`src/rtl/imm_ext_pkg.sv`:
```
// Shared types and the immediate decoder for the immediate-extension stage.
// Define IMM_EXT_ZICSR_EN to enable the CSR zimm format on src 6.
package imm_ext_pkg;

    typedef enum logic [2:0] {
        IMM_I,
        IMM_B,
        IMM_S,
        IMM_J,
        IMM_U,
        IMM_SHAMT,
        IMM_ZIMM,
        IMM_RSVD
    } imm_src_t;

    // 32-bit raw immediate plus how it widens to XLEN
    typedef struct packed {
        logic [31:0] raw;
        logic        sx;
        logic        illegal;
    } imm_dec_t;

    function automatic imm_dec_t decode_imm(
        input logic [31:0] i,
        input imm_src_t    src,
        input logic        rv64
    );
        imm_dec_t d;
        d.raw     = '0;
        d.sx      = 1'b1;
        d.illegal = 1'b0;
        case (src)
            IMM_I: d.raw = {{20{i[31]}}, i[31:20]};
            IMM_B: d.raw = {{19{i[31]}}, i[31], i[7],
                            i[30:25], i[11:8], 1'b0};
            IMM_S: d.raw = {{20{i[31]}}, i[31:25], i[11:7]};
            IMM_J: d.raw = {{11{i[31]}}, i[31], i[19:12],
                            i[20], i[30:21], 1'b0};
            IMM_U: d.raw = {i[31:12], 12'b0};
            IMM_SHAMT: begin
                d.sx = 1'b0;
                if (rv64) begin
                    d.raw = {26'b0, i[25:20]};
                end else if (i[25]) begin
                    d.illegal = 1'b1;
                end else begin
                    d.raw = {27'b0, i[24:20]};
                end
            end
`ifdef IMM_EXT_ZICSR_EN
            IMM_ZIMM: begin
                d.sx  = 1'b0;
                d.raw = {27'b0, i[19:15]};
            end
`endif
            default: d.illegal = 1'b1;
        endcase
        return d;
    endfunction

endpackage

```
`src/rtl/imm_ext_pipe_if.sv`:
```
// Handshake bundle between decode, the immediate buffer and execute.
// master drives the producer/consumer controls, slave is the buffer.
interface imm_ext_pipe_if #(
    parameter int XLEN  = 32,
    parameter int DEPTH = 2
);
    localparam int CNT_W = $clog2(DEPTH + 1);

    logic             flush;
    logic             in_valid;
    logic             in_ready;
    logic [31:0]      in_instr;
    logic [2:0]       in_imm_src;
    logic [XLEN-1:0]  in_pc;
    logic             out_valid;
    logic             out_ready;
    logic [XLEN-1:0]  out_imm;
    logic [XLEN-1:0]  out_target;
    logic             out_illegal;
    logic [CNT_W-1:0] out_count;

    modport master (
        output flush, in_valid, in_instr, in_imm_src, in_pc, out_ready,
        input  in_ready, out_valid, out_imm, out_target, out_illegal,
        input  out_count
    );

    modport slave (
        input  flush, in_valid, in_instr, in_imm_src, in_pc, out_ready,
        output in_ready, out_valid, out_imm, out_target, out_illegal,
        output out_count
    );

endinterface

```
`src/rtl/imm_ext_fifo.sv`:
```
// Synchronous in-order buffer with flush and occupancy count.
// Pointers wrap explicitly so any DEPTH >= 2 works.
module imm_ext_fifo #(
    parameter  int WIDTH = 8,
    parameter  int DEPTH = 2,
    localparam int CNT_W = $clog2(DEPTH + 1),
    localparam int PTR_W = $clog2(DEPTH)
) (
    input  logic             clk,
    input  logic             rst,
    input  logic             flush,
    input  logic             push,
    input  logic [WIDTH-1:0] wr_data,
    input  logic             pop,
    output logic [WIDTH-1:0] rd_data,
    output logic [CNT_W-1:0] count,
    output logic             full,
    output logic             empty
);

    logic [WIDTH-1:0] mem [DEPTH];
    logic [PTR_W-1:0] wr_ptr;
    logic [PTR_W-1:0] rd_ptr;
    logic [CNT_W-1:0] cnt;
    logic             do_push;
    logic             do_pop;

    function automatic logic [PTR_W-1:0] bump(input logic [PTR_W-1:0] p);
        return (p == PTR_W'(DEPTH - 1)) ? '0 : p + 1'b1;
    endfunction

    assign full    = (cnt == CNT_W'(DEPTH));
    assign empty   = (cnt == '0);
    assign do_push = push && !full && !flush;
    assign do_pop  = pop && !empty && !flush;
    assign rd_data = mem[rd_ptr];
    assign count   = cnt;

    always_ff @(posedge clk) begin
        if (rst) begin
            wr_ptr <= '0;
            rd_ptr <= '0;
            cnt    <= '0;
            for (int k = 0; k < DEPTH; k++) begin
                mem[k] <= '0;
            end
        end else if (flush) begin
            // storage is left stale; only the bookkeeping is cleared
            wr_ptr <= '0;
            rd_ptr <= '0;
            cnt    <= '0;
        end else begin
            if (do_push) begin
                mem[wr_ptr] <= wr_data;
                wr_ptr      <= bump(wr_ptr);
            end
            if (do_pop) begin
                rd_ptr <= bump(rd_ptr);
            end
            case ({do_push, do_pop})
                2'b10:   cnt <= cnt + 1'b1;
                2'b01:   cnt <= cnt - 1'b1;
                default: cnt <= cnt;
            endcase
        end
    end

endmodule

```
`src/rtl/imm_ext_pipe.sv`:
```
// Buffered immediate extension: decode imm + PC-relative target, queue them.
// Build with IMM_EXT_ZICSR_EN defined to accept CSR zimm on src 6.
module imm_ext_pipe
    import imm_ext_pkg::*;
#(
    parameter int XLEN  = 32,
    parameter int DEPTH = 2
) (
    input logic           clk,
    input logic           rst,
    imm_ext_pipe_if.slave bus
);

    typedef struct packed {
        logic [XLEN-1:0] imm;
        logic [XLEN-1:0] target;
        logic            illegal;
    } entry_t;

    localparam int ENTRY_W = $bits(entry_t);
    localparam int CNT_W   = $clog2(DEPTH + 1);

    imm_dec_t         dec;
    logic [XLEN-1:0]  imm;
    entry_t           new_entry;
    entry_t           head;
    logic [ENTRY_W-1:0] head_bits;
    logic             push;
    logic             pop;
    logic             full;
    logic             empty;
    logic [CNT_W-1:0] count;
    logic             unused_opcode;

    // opcode bits never affect the immediate
    assign unused_opcode = ^bus.in_instr[6:0];

    always_comb begin
        dec = decode_imm(bus.in_instr, imm_src_t'(bus.in_imm_src),
                         XLEN == 64);
        imm = dec.sx ? XLEN'($signed(dec.raw)) : XLEN'(dec.raw);
        new_entry.imm     = imm;
        new_entry.target  = bus.in_pc + imm;
        new_entry.illegal = dec.illegal;
    end

    assign push = bus.in_valid && bus.in_ready && !bus.flush;
    assign pop  = bus.out_valid && bus.out_ready;

    imm_ext_fifo #(
        .WIDTH(ENTRY_W),
        .DEPTH(DEPTH)
    ) u_fifo (
        .clk    (clk),
        .rst    (rst),
        .flush  (bus.flush),
        .push   (push),
        .wr_data(new_entry),
        .pop    (pop),
        .rd_data(head_bits),
        .count  (count),
        .full   (full),
        .empty  (empty)
    );

    assign head            = entry_t'(head_bits);
    assign bus.in_ready    = !full;
    assign bus.out_valid   = !empty;
    assign bus.out_imm     = head.imm;
    assign bus.out_target  = head.target;
    assign bus.out_illegal = head.illegal;
    assign bus.out_count   = count;

endmodule

```
`src/flat_wrapper.sv`:
```
// flat-port wrapper written by rule: the top's interface ports become plain ports
module imm_ext_pipe_flat import imm_ext_pkg::*;
#(
    parameter int XLEN  = 32,
    parameter int DEPTH = 2
)
  (clk, rst, bus_flush, bus_in_valid, bus_in_instr, bus_in_imm_src, bus_in_pc, bus_out_ready, bus_in_ready, bus_out_valid, bus_out_imm, bus_out_target, bus_out_illegal, bus_out_count);
  imm_ext_pipe_if #(.XLEN(XLEN), .DEPTH(DEPTH)) bus_i ();
  input logic clk;
  input logic rst;
  input wire logic [$bits(bus_i.flush)-1:0] bus_flush;
  input wire logic [$bits(bus_i.in_valid)-1:0] bus_in_valid;
  input wire logic [$bits(bus_i.in_instr)-1:0] bus_in_instr;
  input wire logic [$bits(bus_i.in_imm_src)-1:0] bus_in_imm_src;
  input wire logic [$bits(bus_i.in_pc)-1:0] bus_in_pc;
  input wire logic [$bits(bus_i.out_ready)-1:0] bus_out_ready;
  output wire logic [$bits(bus_i.in_ready)-1:0] bus_in_ready;
  output wire logic [$bits(bus_i.out_valid)-1:0] bus_out_valid;
  output wire logic [$bits(bus_i.out_imm)-1:0] bus_out_imm;
  output wire logic [$bits(bus_i.out_target)-1:0] bus_out_target;
  output wire logic [$bits(bus_i.out_illegal)-1:0] bus_out_illegal;
  output wire logic [$bits(bus_i.out_count)-1:0] bus_out_count;
  assign bus_i.flush = bus_flush;
  assign bus_i.in_valid = bus_in_valid;
  assign bus_i.in_instr = bus_in_instr;
  assign bus_i.in_imm_src = bus_in_imm_src;
  assign bus_i.in_pc = bus_in_pc;
  assign bus_i.out_ready = bus_out_ready;
  assign bus_in_ready = bus_i.in_ready;
  assign bus_out_valid = bus_i.out_valid;
  assign bus_out_imm = bus_i.out_imm;
  assign bus_out_target = bus_i.out_target;
  assign bus_out_illegal = bus_i.out_illegal;
  assign bus_out_count = bus_i.out_count;
  imm_ext_pipe #(.XLEN(XLEN), .DEPTH(DEPTH)) u_core (.clk(clk), .rst(rst), .bus(bus_i));
endmodule
```
`config.mk`:
```
export PLATFORM = sky130hd
export DESIGN_NAME = imm_ext_pipe_flat
export DESIGN_NICKNAME = d
export VERILOG_FILES = /design/src/rtl/imm_ext_pkg.sv /design/src/rtl/imm_ext_pipe_if.sv /design/src/rtl/imm_ext_fifo.sv /design/src/rtl/imm_ext_pipe.sv /design/src/flat_wrapper.sv
export SDC_FILE = /design/constraint.sdc
export NUM_CORES = 1
export LEC_CHECK = 0
export ABC_AREA = 1
export ABC_CLOCK_PERIOD_IN_PS = 10500
export CAP_MARGIN = 5
export CORE_ASPECT_RATIO = 0.5
export CORE_MARGIN = 2
export CORE_UTILIZATION = 60
export DETAILED_ROUTE_END_ITERATION = 8
export DONT_BUFFER_PORTS = 1
export PLACE_DENSITY_LB_ADDON = 0.3
export SLEW_MARGIN = 10
export SYNTH_ARGS = -nofsm -noshare
export SYNTH_HDL_FRONTEND = slang
export SYNTH_SLANG_ARGS = --single-unit
```
`constraint.sdc`:
```
create_clock -name clk -period 10.5 [get_ports clk]
set_input_delay 3.15 -clock clk [delete_from_list [all_inputs] [get_ports clk]]
set_output_delay 3.15 -clock clk [all_outputs]
set_load 0.005 [all_outputs]
```
==> metrics.md <==
| Metric | Value |
|---|---|
| Arrival time at the worst endpoint | `5870 ps` |
| Post-Syn Area | `8477 µm²` |
| Largest area contributor in the netlist | `edfxtp_1` |
| PortBufs | `0` |
| Clock Path Buffers | `2` |
| Largest net degree at the start of global routing | `66` |
| CP Capture Type | `flop` |
| Hold WC Path Type | `reg -> reg` |
| Drt first pass iters | `5` |
| P_leak | `0.004456 µW` |
| Vias in the first global route | `just over 6000` |
| Synth cell types | `37` |
| PostCTS Resize Cnt | `0` |
| Fraction of layout cells with a size suffix above 1 | `13.28%` |
| Die Area | `15150 µm²` |
| CTS root buffer | `clkbuf_16` |
| Gr ovfl total | `0` |
| Hold Startpoint | `u_core.u_fifo.rd_ptr` |
| Skew final | `~8.7 ps` |
| Die extent in y | `88.05 µm` |
| Main combinational cell family by area after synthesis | `simple AND/OR/NAND/NOR gates` |
| # setup viols final | `0` |
| Status | `finished clean` |
| Initial antenna violation count | `0` |
| Synth top cells by count | `264 x nand2_1, 175 x inv_1, 148 x nor2_1, 130 x edfxtp_1, 65 x mux2_2` |
| RSZ-0062 raised after global routing | `false` |
| Post-synth top area share | `46.05%` |
| Post-Syn Area per Cell | `8.511 µm²` |
| GP Congestion | `0.9330` |
| Total power | `1485 µW` |
| Tot GR Track Use | `between 20% and 30%` |
| Synthesized flop and latch total | `135` |
| Mapped Cells | `996` |
| Register area | `4005 µm²` |
| Met3 wire length | `2179 µm` |
| Top cells by area, synth | `edfxtp_1 46%, nand2_1 12%, mux2_2 8.6%, inv_1 7.7%, nor2_1 6.6%` |
| Clock Latency Late Sink | `about 420 ps` |
| CTS tree | `done` |
| Hpwl dp | `14900 µm` |
| Slew @ Worst Pin | `1223 ps` |
| Most frequent cell after synthesis | `nand2_1` |
| Final hold violation count | `0` |
| Initial core utilization | `62.04%` |
| Synth warn | `0` |
| CP Launch Type | `primary input` |
| Post-Place Worst Slack | `4441 ps` |
| Worst r2r path cells | `7` |
| Clock tree sinks | `135` |
| EDFF count, synth | `130` |
| Max Fanout on Critical Path | `24` |
| Multiplexer area fraction after synthesis | `approximately 8.6%` |
| Final net count | `1101` |
| Post-route ant nets | `0` |
| Relative slew slack | `18.49%` |
| Fin cells | `approximately 1200` |
| CP required | `10620 ps` |
| Fillers | `1096` |
| Row Count | `30` |
| DR vias | `6496` |
| TritonCTS Buffers | `17` |
| Final Cycle Share | `54.79%` |
| Clock transition at path regs | `about 60 ps` |
| Post-synthesis simple-gate area fraction | `between 20% and 30%` |
| Die W | `172.1 µm` |
| First-pass GRT wire length | `about 32000 µm` |
| Cts hold-fix bufs | `0` |
| Buffer count from post-CTS setup fixing | `0` |
| Routed WL | `20970 µm` |
| Cell Pwr Density | `~160 nW/µm²` |
| Reg2reg end | `u_core.u_fifo.mem[1][28]` |
| VDD IR max | `between 0.09 and 0.1 mV` |
| Ys flop type | `edfxtp_1` |
| Post-synthesis sequential area ratio | `between 40 and 50%` |
| Flop-to-flop setup slack | `7490 ps` |
| Pins over their slew limit | `0` |
| H-tree depth | `4` |
| Synth-to-Final Area Change | `8.340%` |
| DR WL/cell | `17.46 µm` |
| Crit Path Category | `in -> reg` |
| Post-synthesis adder-cell area fraction | `4.959%` |
| Sum of negative setup slack | `0 ps` |
| Post-Place Cells | `roughly 1200` |
| Worst r2r src | `u_core.u_fifo.count[0]` |
| Async SR Flop Fraction | `0%` |
| Min-Delay Path Depth | `2` |
| Multi-input gate area | `3617 µm²` |
| Final Core Density | `67.22%` |
| Post-detailed-route via-to-cell ratio | `5.409` |
| N_diodes | `0` |
| IO Pins | `around 140` |
| Maximum clock rate | `0.1738 GHz` |
| Synth Area in Compound Gates | `3.882%` |
| Post-Route M1 WL | `9683 µm` |
| Max layer used | `met4` |
| DRT iter0 DRCs | `approximately 720` |
| XOR/XNOR share of the synthesized area | `1.550%` |
| Tmin final | `about 5800 ps` |
| Final WS setup | `4747 ps` |
| Met2 WL post-DR | `8837 µm` |
| DRC Markers | `0` |
| Synthesized Nets | `1101` |
| Core area | `~14000 µm²` |
| Max-Cap Viols | `0` |
worst max path at each step:
stage | depth (start not counted) | slack (ps) | to | start
finish | 16 | 4750 | u_core.u_fifo.mem[1][32] | bus_in_imm_src[2]
global route | 16 | 4530 | u_core.u_fifo.mem[1][32] | bus_in_imm_src[2]
CTS | 16 | 4880 | u_core.u_fifo.mem[1][32] | bus_in_imm_src[2]
detailed placement | 16 | 4440 | u_core.u_fifo.mem[1][24] | bus_in_imm_src[2]
global placement | 16 | 4520 | u_core.u_fifo.mem[1][22] | bus_in_imm_src[2]
floorplan | 6 | 4790 | u_core.u_fifo.mem[1][0] | bus_flush
cell usage in the layout (no fill, tap or decap), drive strengths merged:
cell	synthesis	layout
edfxtp	130	130
clkinv	1	4
a21boi	3	3
mux2	65	65
a22oi	1	1
fa	1	1
clkbuf	2	21
a221oi	1	1
xnor2	12	12
nor2	156	156
buf	21	4
nand3	26	26
o21bai	1	1
inv	181	182
clkinvlp	0	4
nand3b	5	5
a21o	1	1
nand2	272	272
dfxtp	5	5
xor2	3	3
ha	32	32
or2	1	1
nand4	5	5
o21ai	16	16
nor3	17	17
bufinv	0	3
a21oi	37	37
and2	1	1
worst max-delay path, cell delays in order:
cell	delay (ps)
inv_2	70
nand2_1	190
a21oi_1	710
a21oi_1	130
inv_1	200
ha_1	310
nand2_1	180
inv_1	60
nand2_1	70
nand2_1	120
a21oi_1	210
nand2_2	150
nand2_1	110
nand3_1	70
nand2_1	90
nor2_1	50
routing by layer:
layer | GRT usage, % | vias up
met5 | 0 | -
met4 | 8.251 | 0
met3 | 9.806 | 32
met2 | 43.67 | 253
met1 | 40.02 | 3048
li1 | - | 3163
registers in the layout (all words and copies together) (netlist names), named ones only:
| register | cells |
|---|---|
| u_core.u_fifo.count | 2 |
| u_core.u_fifo.mem | 130 |
| u_core.u_fifo.rd_ptr | 1 |
| u_core.u_fifo.wr_ptr | 1 |
through the flow:
step / instance area [µm²] / hold WS [ps]
final: 9184 / 472.1
after global routing: 9184 / 496.5
after CTS: 9184 / 468.0
after detailed placement: 8576 / 457.1
after global placement: 8576 / 450.0
after floorplan: 8477 / 447.4
power by group:
group / switching (µW) / total (µW) / internal [µW]
registers: 6.52 / 625 / 619
clock network: 234 / 620 / 386
logic: 165 / 240 / 74.8
kinds of logic after synthesis:
group,count (synthesis)
buffers and inverters,205
AOI/OAI and AO/OA,60
DFF,135
muxes,65
and+or+nand+nor,483
adders and majority gates,33
xor gates and xnor gates,15
area by class of cell:
class	instances	area share, %
flip-flops and latches	135	43.61
repair buffers	4	0.3270
inverters	182	7.439
clock buffers	21	5.014
clock inverters	11	1.608
multi-input cells	656	39.39
well taps	192	2.616
Power figures use the tool's default switching activity.
